$ cat config.mk
export PLATFORM = sky130hd
export DESIGN_NAME = keypad_amount_entry
export DESIGN_NICKNAME = d
export VERILOG_FILES = /design/src/rtl/keypad_amount_entry.sv
export SDC_FILE = /design/constraint.sdc
export NUM_CORES = 1
export LEC_CHECK = 0
export CAP_MARGIN = 20
export CORE_MARGIN = 5
export CORE_UTILIZATION = 60
export CTS_BUF_LIST = sky130_fd_sc_hd__clkbuf_4 sky130_fd_sc_hd__clkbuf_8
export DETAILED_ROUTE_END_ITERATION = 6
export GPL_TIMING_DRIVEN = 0
export PLACE_DENSITY = 0.8
export SLEW_MARGIN = 20
export SYNTH_ARGS = -nofsm -noshare
export SYNTH_HDL_FRONTEND = slang
export SYNTH_SLANG_ARGS = --single-unit
$ cat constraint.sdc
create_clock -name clk -period 3.7 [get_ports clk]
set_clock_uncertainty 0.05 [all_clocks]
set_input_delay 0.555 -clock clk [delete_from_list [all_inputs] [get_ports clk]]
set_output_delay 0.555 -clock clk [all_outputs]
set_load 0.005 [all_outputs]
$ cat src/rtl/keypad_amount_entry.sv
// 4x4 keypad scanner with press/release debounce and a decimal-to-binary amount accumulator.
// Key codes follow the physical map; the amount saturates by rejecting digits instead of wrapping.
module keypad_amount_entry #(
  parameter int SCAN_DIV_W     = 15,
  parameter int DEBOUNCE_SCANS = 4
) (
  input  logic       clk,
  input  logic       rst_n,
  output logic [3:0] row,
  input  logic [3:0] col,
  input  logic       clear,
  output logic       key_valid,
  output logic [3:0] key_code,
  output logic [7:0] amount,
  output logic [1:0] digit_cnt,
  output logic       overflow,
  output logic       enter
);

  typedef enum logic [1:0] {ST_SCAN, ST_DEBOUNCE, ST_HOLD} state_t;

  localparam logic [3:0] DB_N = 4'(DEBOUNCE_SCANS);
  localparam logic [3:0] KEY_MAP [16] = '{
    4'd1,  4'd2, 4'd3,  4'd10,
    4'd4,  4'd5, 4'd6,  4'd11,
    4'd7,  4'd8, 4'd9,  4'd12,
    4'd14, 4'd0, 4'd15, 4'd13
  };

  logic [SCAN_DIV_W-1:0] r_div;
  logic [3:0]            r_col_s1, r_col_s2;
  state_t                r_state, w_state_nxt;
  logic [3:0]            r_cnt, w_cnt_nxt;
  logic [3:0]            r_cap, w_cap_nxt;
  logic [1:0]            r_row_idx, w_row_idx_nxt;
  logic                  w_kv_nxt;
  logic                  w_tick;
  logic                  w_one_low;
  logic [1:0]            w_cap_idx;
  logic [3:0]            w_new_code;
  logic                  r_key_valid;
  logic [3:0]            r_key_code;
  logic [7:0]            r_amount;
  logic [1:0]            r_digit_cnt;
  logic                  r_overflow;
  logic                  r_enter;
  logic                  r_entry_done;
  logic [11:0]           w_acc_sum;
  logic                  w_is_digit;

  assign w_tick = &r_div;
  assign w_one_low = (r_col_s2 == 4'b1110) || (r_col_s2 == 4'b1101) ||
                     (r_col_s2 == 4'b1011) || (r_col_s2 == 4'b0111);

  always_comb begin
    w_cap_idx = 2'd0;
    case (r_cap)
      4'b1101: w_cap_idx = 2'd1;
      4'b1011: w_cap_idx = 2'd2;
      4'b0111: w_cap_idx = 2'd3;
      default: w_cap_idx = 2'd0;
    endcase
  end

  // Row is fixed during DEBOUNCE/HOLD, so the live row index is the captured one.
  assign w_new_code = KEY_MAP[{r_row_idx, w_cap_idx}];

  always_ff @(posedge clk or negedge rst_n) begin
    if (!rst_n) begin
      r_div     <= '0;
      r_col_s1  <= 4'hF;
      r_col_s2  <= 4'hF;
      r_state   <= ST_SCAN;
      r_cnt     <= 4'd0;
      r_cap     <= 4'hF;
      r_row_idx <= 2'd0;
    end else begin
      r_div     <= r_div + 1'b1;
      r_col_s1  <= col;
      r_col_s2  <= r_col_s1;
      r_state   <= w_state_nxt;
      r_cnt     <= w_cnt_nxt;
      r_cap     <= w_cap_nxt;
      r_row_idx <= w_row_idx_nxt;
    end
  end

  always_comb begin
    w_state_nxt   = r_state;
    w_cnt_nxt     = r_cnt;
    w_cap_nxt     = r_cap;
    w_row_idx_nxt = r_row_idx;
    w_kv_nxt      = 1'b0;
    if (w_tick) begin
      case (r_state)
        ST_SCAN: begin
          if (w_one_low) begin
            w_cap_nxt   = r_col_s2;
            w_cnt_nxt   = 4'd1;
            w_state_nxt = ST_DEBOUNCE;
          end else begin
            w_row_idx_nxt = r_row_idx + 2'd1;
          end
        end
        ST_DEBOUNCE: begin
          if (r_col_s2 == r_cap) begin
            if (r_cnt + 4'd1 == DB_N) begin
              w_kv_nxt    = 1'b1;
              w_cnt_nxt   = 4'd0;
              w_state_nxt = ST_HOLD;
            end else begin
              w_cnt_nxt = r_cnt + 4'd1;
            end
          end else begin
            w_state_nxt = ST_SCAN;
          end
        end
        ST_HOLD: begin
          if (r_col_s2 == 4'hF) begin
            if (r_cnt + 4'd1 == DB_N) begin
              w_cnt_nxt   = 4'd0;
              w_state_nxt = ST_SCAN;
            end else begin
              w_cnt_nxt = r_cnt + 4'd1;
            end
          end else begin
            w_cnt_nxt = 4'd0;
          end
        end
        default: w_state_nxt = ST_SCAN;
      endcase
    end
  end

  // 12-bit sum: 255*10+9 fits, so the range check cannot be fooled by wrap-around.
  assign w_acc_sum  = 12'(r_amount) * 12'd10 + 12'(r_key_code);
  assign w_is_digit = (r_key_code <= 4'd9);

  always_ff @(posedge clk or negedge rst_n) begin
    if (!rst_n) begin
      r_key_valid  <= 1'b0;
      r_key_code   <= 4'd0;
      r_amount     <= 8'd0;
      r_digit_cnt  <= 2'd0;
      r_overflow   <= 1'b0;
      r_enter      <= 1'b0;
      r_entry_done <= 1'b0;
    end else begin
      r_key_valid <= w_kv_nxt;
      r_enter     <= 1'b0;
      if (w_kv_nxt) begin
        r_key_code <= w_new_code;
      end
      if (clear || (r_key_valid && r_key_code == 4'd14)) begin
        r_amount     <= 8'd0;
        r_digit_cnt  <= 2'd0;
        r_overflow   <= 1'b0;
        r_entry_done <= 1'b0;
      end else if (r_key_valid) begin
        if (w_is_digit) begin
          if (r_entry_done) begin
            r_amount     <= {4'd0, r_key_code};
            r_digit_cnt  <= 2'd1;
            r_overflow   <= 1'b0;
            r_entry_done <= 1'b0;
          end else if (r_digit_cnt != 2'd3 && w_acc_sum <= 12'd255) begin
            r_amount    <= w_acc_sum[7:0];
            r_digit_cnt <= r_digit_cnt + 2'd1;
          end else begin
            r_overflow <= 1'b1;
          end
        end else if (r_key_code == 4'd15) begin
          r_enter      <= 1'b1;
          r_entry_done <= 1'b1;
        end
      end
    end
  end

  assign row       = ~(4'd1 << r_row_idx);
  assign key_valid = r_key_valid;
  assign key_code  = r_key_code;
  assign amount    = r_amount;
  assign digit_cnt = r_digit_cnt;
  assign overflow  = r_overflow;
  assign enter     = r_enter;

endmodule

==> results.md, run 1 <==
- Max-cap violations: 0
- Power per cell area: between 200 and 300 nW/µm²
- Diodes inserted: 0
- Layout area overhead: 14.3%
- Total GRT Usage: 18.0%
- Slew Limit Headroom: between 50% and 60%
- Most frequent cell after synthesis: dfrtp_1
- Clock-pin slew on the worst setup and hold paths: roughly 0.09 ns
- Multi-input gate area: around 1800 µm²
- Worst Setup SP: amount[1]$_DFFE_PN0P_
- Hold Vio Cnt, Final: 0
- Critical path data required time: about 3.8 ns
- Status: completed
- Initial antenna violation count: 0
- Met2 Use GR: a little under a third
- Number of flops mapped to enable cells by yosys: 0
- FF+latch count, synth: between 50 and 60
- Worst reg-to-reg setup slack: 0.16 ns
- Met1 Track Usage GR: between 20% and 30%
- Share of the synthesized area in the top cell type: 31.3%
- CTS Hold Bufs: 0
- GP Congestion: between 0.8 and 0.9
- Final setup violation count: 0
- Synth Cell Area: approximately 3300 µm²
- Max Transition Viols Final: 0
- Sequential cell area fraction in the yosys report: 40.9%
- Number of vias per cell: 5.64
- Post-Route Setup TNS: 0 ns
- Clock Latency Late Sink: roughly 0.3 ns
- CTS root buffer: clkbuf_8
- Cells after DPL: 421
- Final std cells w/o fill: between 400 and 500
- First-pass DRT Iterations: 4
- # fillers: ~420
- Post-synth top cells: dfrtp_1, ha_1, inv_1
- Initial Utilization: around 60%
- Critical register-to-register path startpoint: amount[1]$_DFFE_PN0P_
- DRT iter0 DRCs: between 100 and 150
- Die width: approximately 84 µm
- Minimum clock period after layout: approximately 3.5 ns
- Worst Hold Class: in2async
- Largest net degree at the start of global routing: 54
- Yosys warnings: 0
- FF/Latch Area: around 1300 µm²
- First-pass GRT wire length: 10.5 mm
- Max rail drop VDD: around 220 µV
- H-Tree Depth: 2
- Synthesized net count: roughly 360
- R2R Path End: amount[0]$_DFFE_PN0P_
- Drt total wl: roughly 6 mm
- IO Pins: 28
- Distinct cell type count after synthesis: 57
- GR Util met3: a little under 4%
- Net total in the final layout: 397
- Remaining Overflow, GRT: 0
- Grt peak-use layer: met2
- CTS sink cnt: 53
- Yosys top cell by area: dfrtp_1
- CP Capture Type: flop
- Least-Margin Pin Slew: 0.705 ns
- DRC: 0
- I/O Buffers: 27
- Cell row count: 27
- RSZ-0062 raised after global routing: false
- Vias in the first global route: about 2,300
- Crit path max fanout: 5
- Die H: 83.9 µm
- Number of buffers created by CTS: 5
- Vias after detailed routing: between 2,000 and 2,500
- Main area contributors after synthesis: dfrtp_1, ha_1, dfstp_2
- Post-CTS Setup Bufs: 0
- Clk buf depth: 2
- Per-cell routed wire length: ~14 µm
- Synth Flop Type: dfrtp_1
- Die Area: around 7000 µm²
- Mapped Cells: approximately 320
- Ratio of cells with drive above 1 in the final layout: around an eighth
- CP arrival: 3.68 ns
- Worst r2r path cells: 10
- Synth async-reset ratio: 100%
- ANT nets after route: 0
- Fmax: 283 MHz
- Core area: between 5000 and 6000 µm²
- Detailed Place HPWL: 4.56 mm
- CP startpoint kind: flop
- Tcrit/Tclk final: ~96%
- TritonCTS clock tree: yes
- Cts repair resizes: 0
- Crit path to: amount[0]$_DFFE_PN0P_
- Crit path kind: reg2reg
- Static leakage: around 1.7 nW
- Syn avg cell area: roughly 10 µm²
worst min-delay path by stage:
stage	cells after the start	from	to	slack (ns)
final	1	rst_n	r_div[0]$_DFF_PN0_	0.22
after global routing	1	rst_n	r_div[0]$_DFF_PN0_	0.27
after CTS	1	rst_n	r_div[0]$_DFF_PN0_	0.24
after detailed placement	0	r_col_s1[3]$_DFF_PN1_	r_col_s2[3]$_DFF_PN1_	0.30
after global placement	0	r_col_s1[0]$_DFF_PN1_	r_col_s2[0]$_DFF_PN1_	0.30
after floorplan	0	rst_n	amount[0]$_DFFE_PN0P_	0.21
where the power goes:
group          total (mW)  switching, mW  leakage, nW  internal [mW]
Combinational      0.0364         0.0236        0.963         0.0128
Sequential          0.589        0.00247        0.684          0.587
Clock               0.389          0.181       0.0586          0.208
Total                1.02          0.207         1.71          0.808
cells in the final DEF, fill, tap and decap left out, types with 4 or more instances in the layout:
cell	count
xor2_1	12
dfrtp_1	41
clkdlybuf4s50_1	26
clkbuf_8	5
ha_1	32
nor2_1	21
nand2b_1	5
nand2_1	21
xnor2_1	15
nand4_1	5
inv_1	24
dfstp_2	12
mux2i_1	4
o22ai_1	5
nand3_1	11
a21oi_1	9
mux2_2	7
clkbuf_1	5
a211oi_1	6
and3_1	5
o21ai_0	16
nor3_1	6
sequential cells by signal, indices dropped and copies added (netlist names):
name	flops
r_div	15
r_cap	4
r_state	2
overflow	1
r_row_idx	2
enter	1
amount	8
digit_cnt	2
r_col_s1	4
r_entry_done	1
r_cnt	4
r_col_s2	4
key_code	4
key_valid	1
through the flow:
| step | setup WS, ns | utilization (%) | area [µm²] | power [mW] | hold slack (ns) |
|---|---|---|---|---|---|
| after global routing | 0.0475 | 69.4 | 3750 | 1.06 | 0.273 |
| final | 0.164 | 69.4 | 3750 | 1.02 | 0.223 |
| after global placement | 0.260 | 67.4 | 3640 | 0.637 | 0.295 |
| after CTS | 0.175 | 69.4 | 3750 | 1.03 | 0.243 |
| after detailed placement | 0.212 | 67.3 | 3640 | 0.637 | 0.297 |
| after floorplan | 0.536 | - | 3280 | 0.615 | 0.209 |
worst max-delay path, cell delays in order (launching register included):
cell,delay (ns)
dfrtp_1,0.46
ha_1,0.32
ha_1,0.24
inv_1,0.08
fa_1,0.43
nand2b_1,0.19
or4_4,0.55
nor3_4,0.20
a211oi_1,0.16
nor4_4,0.40
mux2_4,0.34
kinds of logic (layout without fill, tap and decap cells):
| kind of cell | count (synthesis) | after routing | synth area share (%) |
|---|---|---|---|
| AO/OA/AOI/OAI | 62 | 62 | 13.0 |
| multiplexers | 12 | 12 | 4.08 |
| adder cells (fa/ha/maj) | 34 | 34 | 13.4 |
| buffers and inverters | 30 | 65 | 3.47 |
| XOR/XNOR | 27 | 27 | 7.21 |
| flip-flops | 53 | 53 | 40.9 |
| AND/OR/NAND/NOR | 104 | 104 | 17.9 |
routing by layer:
metal	part of all wire, %	wire length, µm
met3	3.6	218
met2	48	2930
met5	0	0
met1	47	2830
met4	1.4	82
layout make-up:
cell class	instances	area share, %
multi-input combinational	239	48.7
sequential	53	35.8
timing repair buffer	27	7.14
inverter	24	2.40
tap	72	2.40
clock buffer	6	2.04
clock inverter	2	0.934
buffer	6	0.634
(Power assumes the default switching activity.)
==> run 2, diff against run 1 <==
==> constraint.sdc (replaced) <==
create_clock -name clk -period 3.7 [get_ports clk]
set_clock_uncertainty 0.05 [all_clocks]
set_input_delay 0.555 -clock clk [delete_from_list [all_inputs] [get_ports clk]]
set_output_delay 0.555 -clock clk [all_outputs]
set_load 0.1 [all_outputs]
==> run 2 against run 1 <==
Net effect: cell count stayed put; register-to-register slack improved by 0.03 ns; via count increased by 1.2%; count of clock-buffer cells in the layout shrank 1; power is 6.1% lower; final area down 0.50%; critical path depth unchanged; combinational power up 1%; non-clock buffer count stayed put; clock power fell by 16%; global-route usage about the same.
==> results.md, run 2 (synthesis results as in run 1) <==
- Commonest non-fill, non-tap cell in the layout: dfrtp_1 (unchanged)
- Critical path data required time: 3.84 ns (about the same)
- Pre-CTS WS: 0.230 ns (was 0.212 ns)
- Reg power frac: 61.8% (was 58.1%)
- Die width: 83.9 µm (unchanged)
- Final Instance Area: 3730 µm² (was 3750 µm²)
- Core area: 5410 µm² (unchanged)
- Tcrit/Tclk final: 94.7% (was 95.6%)
- Final std cells w/o fill: 429 (unchanged)
- CTS root buffer: clkbuf_8 (unchanged)
- Layout area overhead: 13.7% (was 14.3%)
- IO Pins: 28 (unchanged)
- Least-Margin Pin Slew: 0.974 ns (was 0.705 ns)
- Net total in the final layout: 397 (unchanged)
- Clock-pin slew on the worst setup and hold paths: 0.10 ns (was 0.09 ns)
- Post-Route Setup TNS: 0 ns (unchanged)
- RSZ-0062 raised after global routing: false (unchanged)
- Final WS setup: 0.197 ns (was 0.164 ns)
- Cell row count: 27 (unchanged)
- GP Congestion: 0.860 (about the same)
- Cts repair resizes: 0 (unchanged)
- Net switching power figure: 219 µW (was 207 µW)
- Max rail drop VDD: 306 µV (was 222 µV)
- Clk pwr share: 34.3% (was 38.3%)
- Die Area: 7050 µm² (unchanged)
- CTS sink cnt: 53 (unchanged)
- Ratio of cells with drive above 1 in the final layout: 12.9% (was 12.3%)
- TritonCTS clock tree: yes (unchanged)
- Worst Hold Class: in2async (unchanged)
- DRT iter0 DRCs: 111 (was 117)
- Number of buffers created by CTS: 5 (unchanged)
- Most frequent cells in the layout: dfrtp_1, ha_1, clkdlybuf4s50_1, inv_1 (unchanged)
- Crit path max fanout: 5 (unchanged)
- Vias after detailed routing: 2,447 (was 2,419)
- CP startpoint kind: flop (unchanged)
- Initial antenna violation count: 0 (unchanged)
- Per-cell routed wire length: 14.6 µm (was 14.1 µm)
- Clock Latency Late Sink: 0.30 ns (about the same)
- CP Capture Type: flop (unchanged)
- Initial Utilization: 60.7% (unchanged)
- Largest register FFs: 15 (unchanged)
- Static leakage: 1.69 nW (was 1.71 nW)
- Combinational share of power: 3.9% (was 3.6%)
- Cells after DPL: 421 (unchanged)
- Int Pwr: 735 µW (was 808 µW)
- Hold Vio Cnt, Final: 0 (unchanged)
- Power per cell area: 256 nW/µm² (was 271 nW/µm²)
- Number of vias per cell: 5.70 (was 5.64)
- Max-cap violations: 0 (unchanged)
- DP Area: 3640 µm² (about the same)
- Top reg by flops: r_div (unchanged)
- Met1 Track Usage GR: 23.1% (was 23.4%)
- Remaining Overflow, GRT: 0 (unchanged)
- Die H: 83.9 µm (unchanged)
- H-Tree Depth: 2 (unchanged)
- Slew Limit Headroom: 34.9% (was 52.5%)
- Post-CTS Setup Bufs: 0 (unchanged)
- Hold slack: 0.231 ns (was 0.223 ns)
- Max Transition Viols Final: 0 (unchanged)
- Grt peak-use layer: met2 (unchanged)
- Status: completed (unchanged)
- CTS Hold Bufs: 0 (unchanged)
- First-pass GRT wire length: 10.7 mm (was 10.5 mm)
- Detailed Place HPWL: 4.80 mm (was 4.56 mm)
- Minimum clock period after layout: 3.50 ns (was 3.54 ns)
- Sw Ratio: 23.0% (was 20.4%)
- Clk buf depth: 2 (unchanged)
- Drt total wl: 6.25 mm (was 6.07 mm)
- Largest net degree at the start of global routing: 54 (unchanged)
- I/O Buffers: 27 (unchanged)
- # fillers: 442 (was 422)
- GR Util met3: 2.96% (was 3.85%)
- Final setup violation count: 0 (unchanged)
- Final Core Density: 69.0% (was 69.4%)
- ANT nets after route: 0 (unchanged)
- Fmax: 285 MHz (was 283 MHz)
- Diodes inserted: 0 (unchanged)
- CP arrival: 3.64 ns (was 3.68 ns)
- Crit path kind: reg2reg (unchanged)
- First-pass DRT Iterations: 4 (unchanged)
- Met2 Use GR: 32.2% (was 30.4%)
- DRC: 0 (unchanged)
- Total GRT Usage: 18.1% (was 18.0%)
- Vias in the first global route: 2,399 (was 2,306)
- Total power: 954 µW (was 1.02 mW)
[run 2: area by class of cell]
type	instances	area (µm²)	share of cell area (%)
buffer	6	23.8	0.637
clock buffer	5	68.8	1.84
clock inverter	3	21.3	0.570
inverter	24	90.1	2.41
multi-input combinational	239	1830	48.9
sequential	53	1340	36.0
tap	72	90.1	2.41
timing repair buffer	27	268	7.18
[run 2: worst paths after layout]
kind / from / to / slack (ns) / cells after the start
max in group asynchronous: rst_n / amount[1]$_DFFE_PN0P_ / 2.90 / 1
worst max-delay path: amount[1]$_DFFE_PN0P_ / amount[0]$_DFFE_PN0P_ / 0.20 / 10
worst max register to register: amount[1]$_DFFE_PN0P_ / amount[0]$_DFFE_PN0P_ / 0.20 / 10
worst min-delay path: rst_n / r_cnt[3]$_DFFE_PN0P_ / 0.23 / 1
worst min register to register: r_col_s1[3]$_DFF_PN1_ / r_col_s2[3]$_DFF_PN1_ / 0.31 / 0
min in group clk: r_col_s1[3]$_DFF_PN1_ / r_col_s2[3]$_DFF_PN1_ / 0.31 / 0
[run 2: per-layer routing]
metal  part of all wire, %  vias to the layer above  routed length, µm
met1                    47                     1189               2910
met2                    49                       36               3090
met5                     0                        -                  0
met3                   3.0                        6                189
met4                  0.88                        0                 55
li1                      -                     1216                  -
[run 2: power groups by stage]
stage / Clock, mW / Sequential [mW] / Combinational (mW)
CTS: 0.339 / 0.589 / 0.0374
floorplan: 0 / 0.600 / 0.0153
finish: 0.327 / 0.589 / 0.0368
global placement: 0 / 0.600 / 0.0367
global route: 0.364 / 0.590 / 0.0417
detailed placement: 0 / 0.600 / 0.0374
[run 2: critical path: stages, from the launching register on]
cell,delay [ns]
dfrtp_2,0.46
ha_1,0.31
ha_1,0.23
inv_1,0.08
fa_1,0.43
nand2b_1,0.19
or4_4,0.55
nor3_4,0.19
a211oi_1,0.16
nor4_4,0.38
mux2_4,0.34
==> run 3, diff against run 2 <==
--- a/config.mk
+++ b/config.mk
@@ -12,6 +12,7 @@
 export DETAILED_ROUTE_END_ITERATION = 6
 export GPL_TIMING_DRIVEN = 0
 export PLACE_DENSITY = 0.8
+export SETUP_SLACK_MARGIN = 0.4
 export SLEW_MARGIN = 20
 export SYNTH_ARGS = -nofsm -noshare
 export SYNTH_HDL_FRONTEND = slang
==> run 3 against run 2 <==
Net effect: hold slack got worse by 0.012 ns; sequential share of layout area decreased by 1.2 points; combinational power grew 4%; wire length is 11% higher; setup slack better by 0.25 ns; cell count up 1.6%; sequential power hardly changed; utilization is 2.8 points higher; clock power is 6.1% higher; power up 2.2%; count of clock-buffer cells in the layout increased by 1; critical path type unchanged; largest cell class unchanged.
==> results.md, run 3 (synthesis results as in run 1) <==
- Largest net degree at the start of global routing: 54 (unchanged)
- Most frequent cells in the layout: dfrtp_1, ha_1, inv_1, clkdlybuf4s50_1 (was dfrtp_1, ha_1, clkdlybuf4s50_1, inv_1)
- Reg power frac: 60.5% (was 61.8%)
- Net total in the final layout: 404 (was 397)
- Detailed Place HPWL: 4.96 mm (was 4.80 mm)
- Initial antenna violation count: 0 (unchanged)
- Number of buffers created by CTS: 5 (unchanged)
- I/O Buffers: 27 (unchanged)
- ANT nets after route: 0 (unchanged)
- First-pass GRT wire length: 12.1 mm (was 10.7 mm)
- Total GRT Usage: 20.9% (was 18.1%)
- Worst Setup SP: amount[1]$_DFFE_PN0P_ (unchanged)
- Clk pwr share: 35.6% (was 34.3%)
- Die H: 83.9 µm (unchanged)
- Tcrit/Tclk final: 87.9% (was 94.7%)
- Max rail drop VDD: 247 µV (was 306 µV)
- Clock-pin slew on the worst setup and hold paths: 0.10 ns (about the same)
- Hold Vio Cnt, Final: 0 (unchanged)
- Max Transition Viols Final: 0 (unchanged)
- Critical register-to-register path startpoint: amount[1]$_DFFE_PN0P_ (unchanged)
- DRT iter0 DRCs: 115 (was 111)
- Fmax: 307 MHz (was 285 MHz)
- Top reg by flops: r_div (unchanged)
- GP Congestion: 0.815 (was 0.860)
- Final Core Density: 71.9% (was 69.0%)
- Cell row count: 27 (unchanged)
- Worst reg-to-reg setup slack: 0.45 ns (was 0.20 ns)
- CTS root buffer: clkbuf_8 (unchanged)
- RSZ-0062 raised after global routing: false (unchanged)
- Number of vias per cell: 5.83 (was 5.70)
- Minimum clock period after layout: 3.25 ns (was 3.50 ns)
- DRC: 0 (unchanged)
- Critical path data required time: 3.86 ns (was 3.84 ns)
- Remaining Overflow, GRT: 0 (unchanged)
- Crit path kind: reg2reg (unchanged)
- Core area: 5410 µm² (unchanged)
- Hold slack: 0.219 ns (was 0.231 ns)
- Vias in the first global route: 2,640 (was 2,399)
- Clk buf depth: 2 (unchanged)
- H-Tree Depth: 2 (unchanged)
- DP Area: 3670 µm² (was 3640 µm²)
- CP startpoint kind: flop (unchanged)
- First-pass DRT Iterations: 5 (was 4)
- Slew Limit Headroom: 35.0% (was 34.9%)
- Post-Route Setup TNS: 0 ns (unchanged)
- CTS sink cnt: 53 (unchanged)
- Least-Margin Pin Slew: 0.972 ns (was 0.974 ns)
- Die Area: 7050 µm² (unchanged)
- Initial Utilization: 60.7% (unchanged)
- Status: completed (unchanged)
- # fillers: 416 (was 442)
- Layout area overhead: 18.4% (was 13.7%)
- Vias after detailed routing: 2,544 (was 2,447)
- IO Pins: 28 (unchanged)
- Largest register FFs: 15 (unchanged)
- Final Instance Area: 3880 µm² (was 3730 µm²)
- Commonest non-fill, non-tap cell in the layout: dfrtp_1 (unchanged)
- TritonCTS clock tree: yes (unchanged)
- Power per cell area: 251 nW/µm² (was 256 nW/µm²)
- Final setup violation count: 0 (unchanged)
- Die width: 83.9 µm (unchanged)
- Crit path max fanout: 2 (was 5)
- Sw Ratio: 22.7% (was 23.0%)
- Int Pwr: 753 µW (was 735 µW)
- Max-cap violations: 0 (unchanged)
- Drt total wl: 6.91 mm (was 6.25 mm)
- Worst Hold Class: in2async (unchanged)
- Per-cell routed wire length: 15.8 µm (was 14.6 µm)
- CP arrival: 3.41 ns (was 3.64 ns)
- Combinational share of power: 3.9% (about the same)
- Static leakage: 1.75 nW (was 1.69 nW)
- Ratio of cells with drive above 1 in the final layout: 18.1% (was 12.9%)
- Diodes inserted: 0 (unchanged)
- Clock Latency Late Sink: 0.31 ns (was 0.30 ns)
- CP Capture Type: flop (unchanged)
- CTS Hold Bufs: 0 (unchanged)
- Net switching power figure: 222 µW (was 219 µW)
run 3: critical path, cell delays in order, from the launching register on:
cell and delay (ns):
dfrtp_4 0.52, ha_4 0.26, ha_4 0.16, inv_1 0.07, fa_2 0.44, nand2b_4 0.16, or4_4 0.51, nor3_4 0.19
a211oi_2 0.13, nor4_4 0.33, mux2_4 0.33
run 3: worst paths after layout:
check	end	cells past startpoint
setup / recovery	amount[0]$_DFFE_PN0P_	10
hold / removal	r_cnt[1]$_DFFE_PN0P_	1
setup reg to reg	amount[0]$_DFFE_PN0P_	10
hold reg to reg	r_col_s2[3]$_DFF_PN1_	0
max in group asynchronous	amount[1]$_DFFE_PN0P_	1
min in group clk	r_col_s2[3]$_DFF_PN1_	0
run 3: per-layer routing:
layer | vias to the layer above | track usage (%) | wire, µm
met5 | - | 0 | 0
met4 | 0 | 9.65 | 218
met3 | 22 | 4.64 | 268
met2 | 53 | 35.3 | 3490
met1 | 1235 | 25.3 | 2930
li1 | 1234 | - | -
run 3: cell type report:
cell class	count	area (µm²)	area share, %
inverters	24	90.1	2.32
well taps	72	90.1	2.32
clock buffers	6	82.6	2.13
plain buffers	6	23.8	0.612
flip-flops and latches	53	1350	34.8
multi-input cells	239	1900	49.0
repair buffers	34	329	8.47
clock inverters	2	13.8	0.354
run 3: repair_timing:
item | 4_1_cts | 5_1_grt
pin swaps | 6 | 10
endpoints found under the setup margin | 8 | 12
hold endpoints to repair | 0 | 0
resized for setup | 7 | 7
buffers inserted | 6 | 1
run 3: stage by stage:
step                setup WS, ns  power, mW  std cells
CTS                        0.401      0.986        435
detailed placement         0.193      0.638        421
global route               0.397       1.02        436
finish                     0.447      0.974        436
floorplan                  0.352      0.615        322
global placement           0.173      0.637        421
run 3: power by group through the flow:
stage	combinational, mW	clock [mW]	sequential [mW]
final	0.0384	0.347	0.589
after global routing	0.0430	0.392	0.590
after CTS	0.0387	0.358	0.589
after detailed placement	0.0375	0	0.600
after global placement	0.0366	0	0.600
after floorplan	0.0153	0	0.600
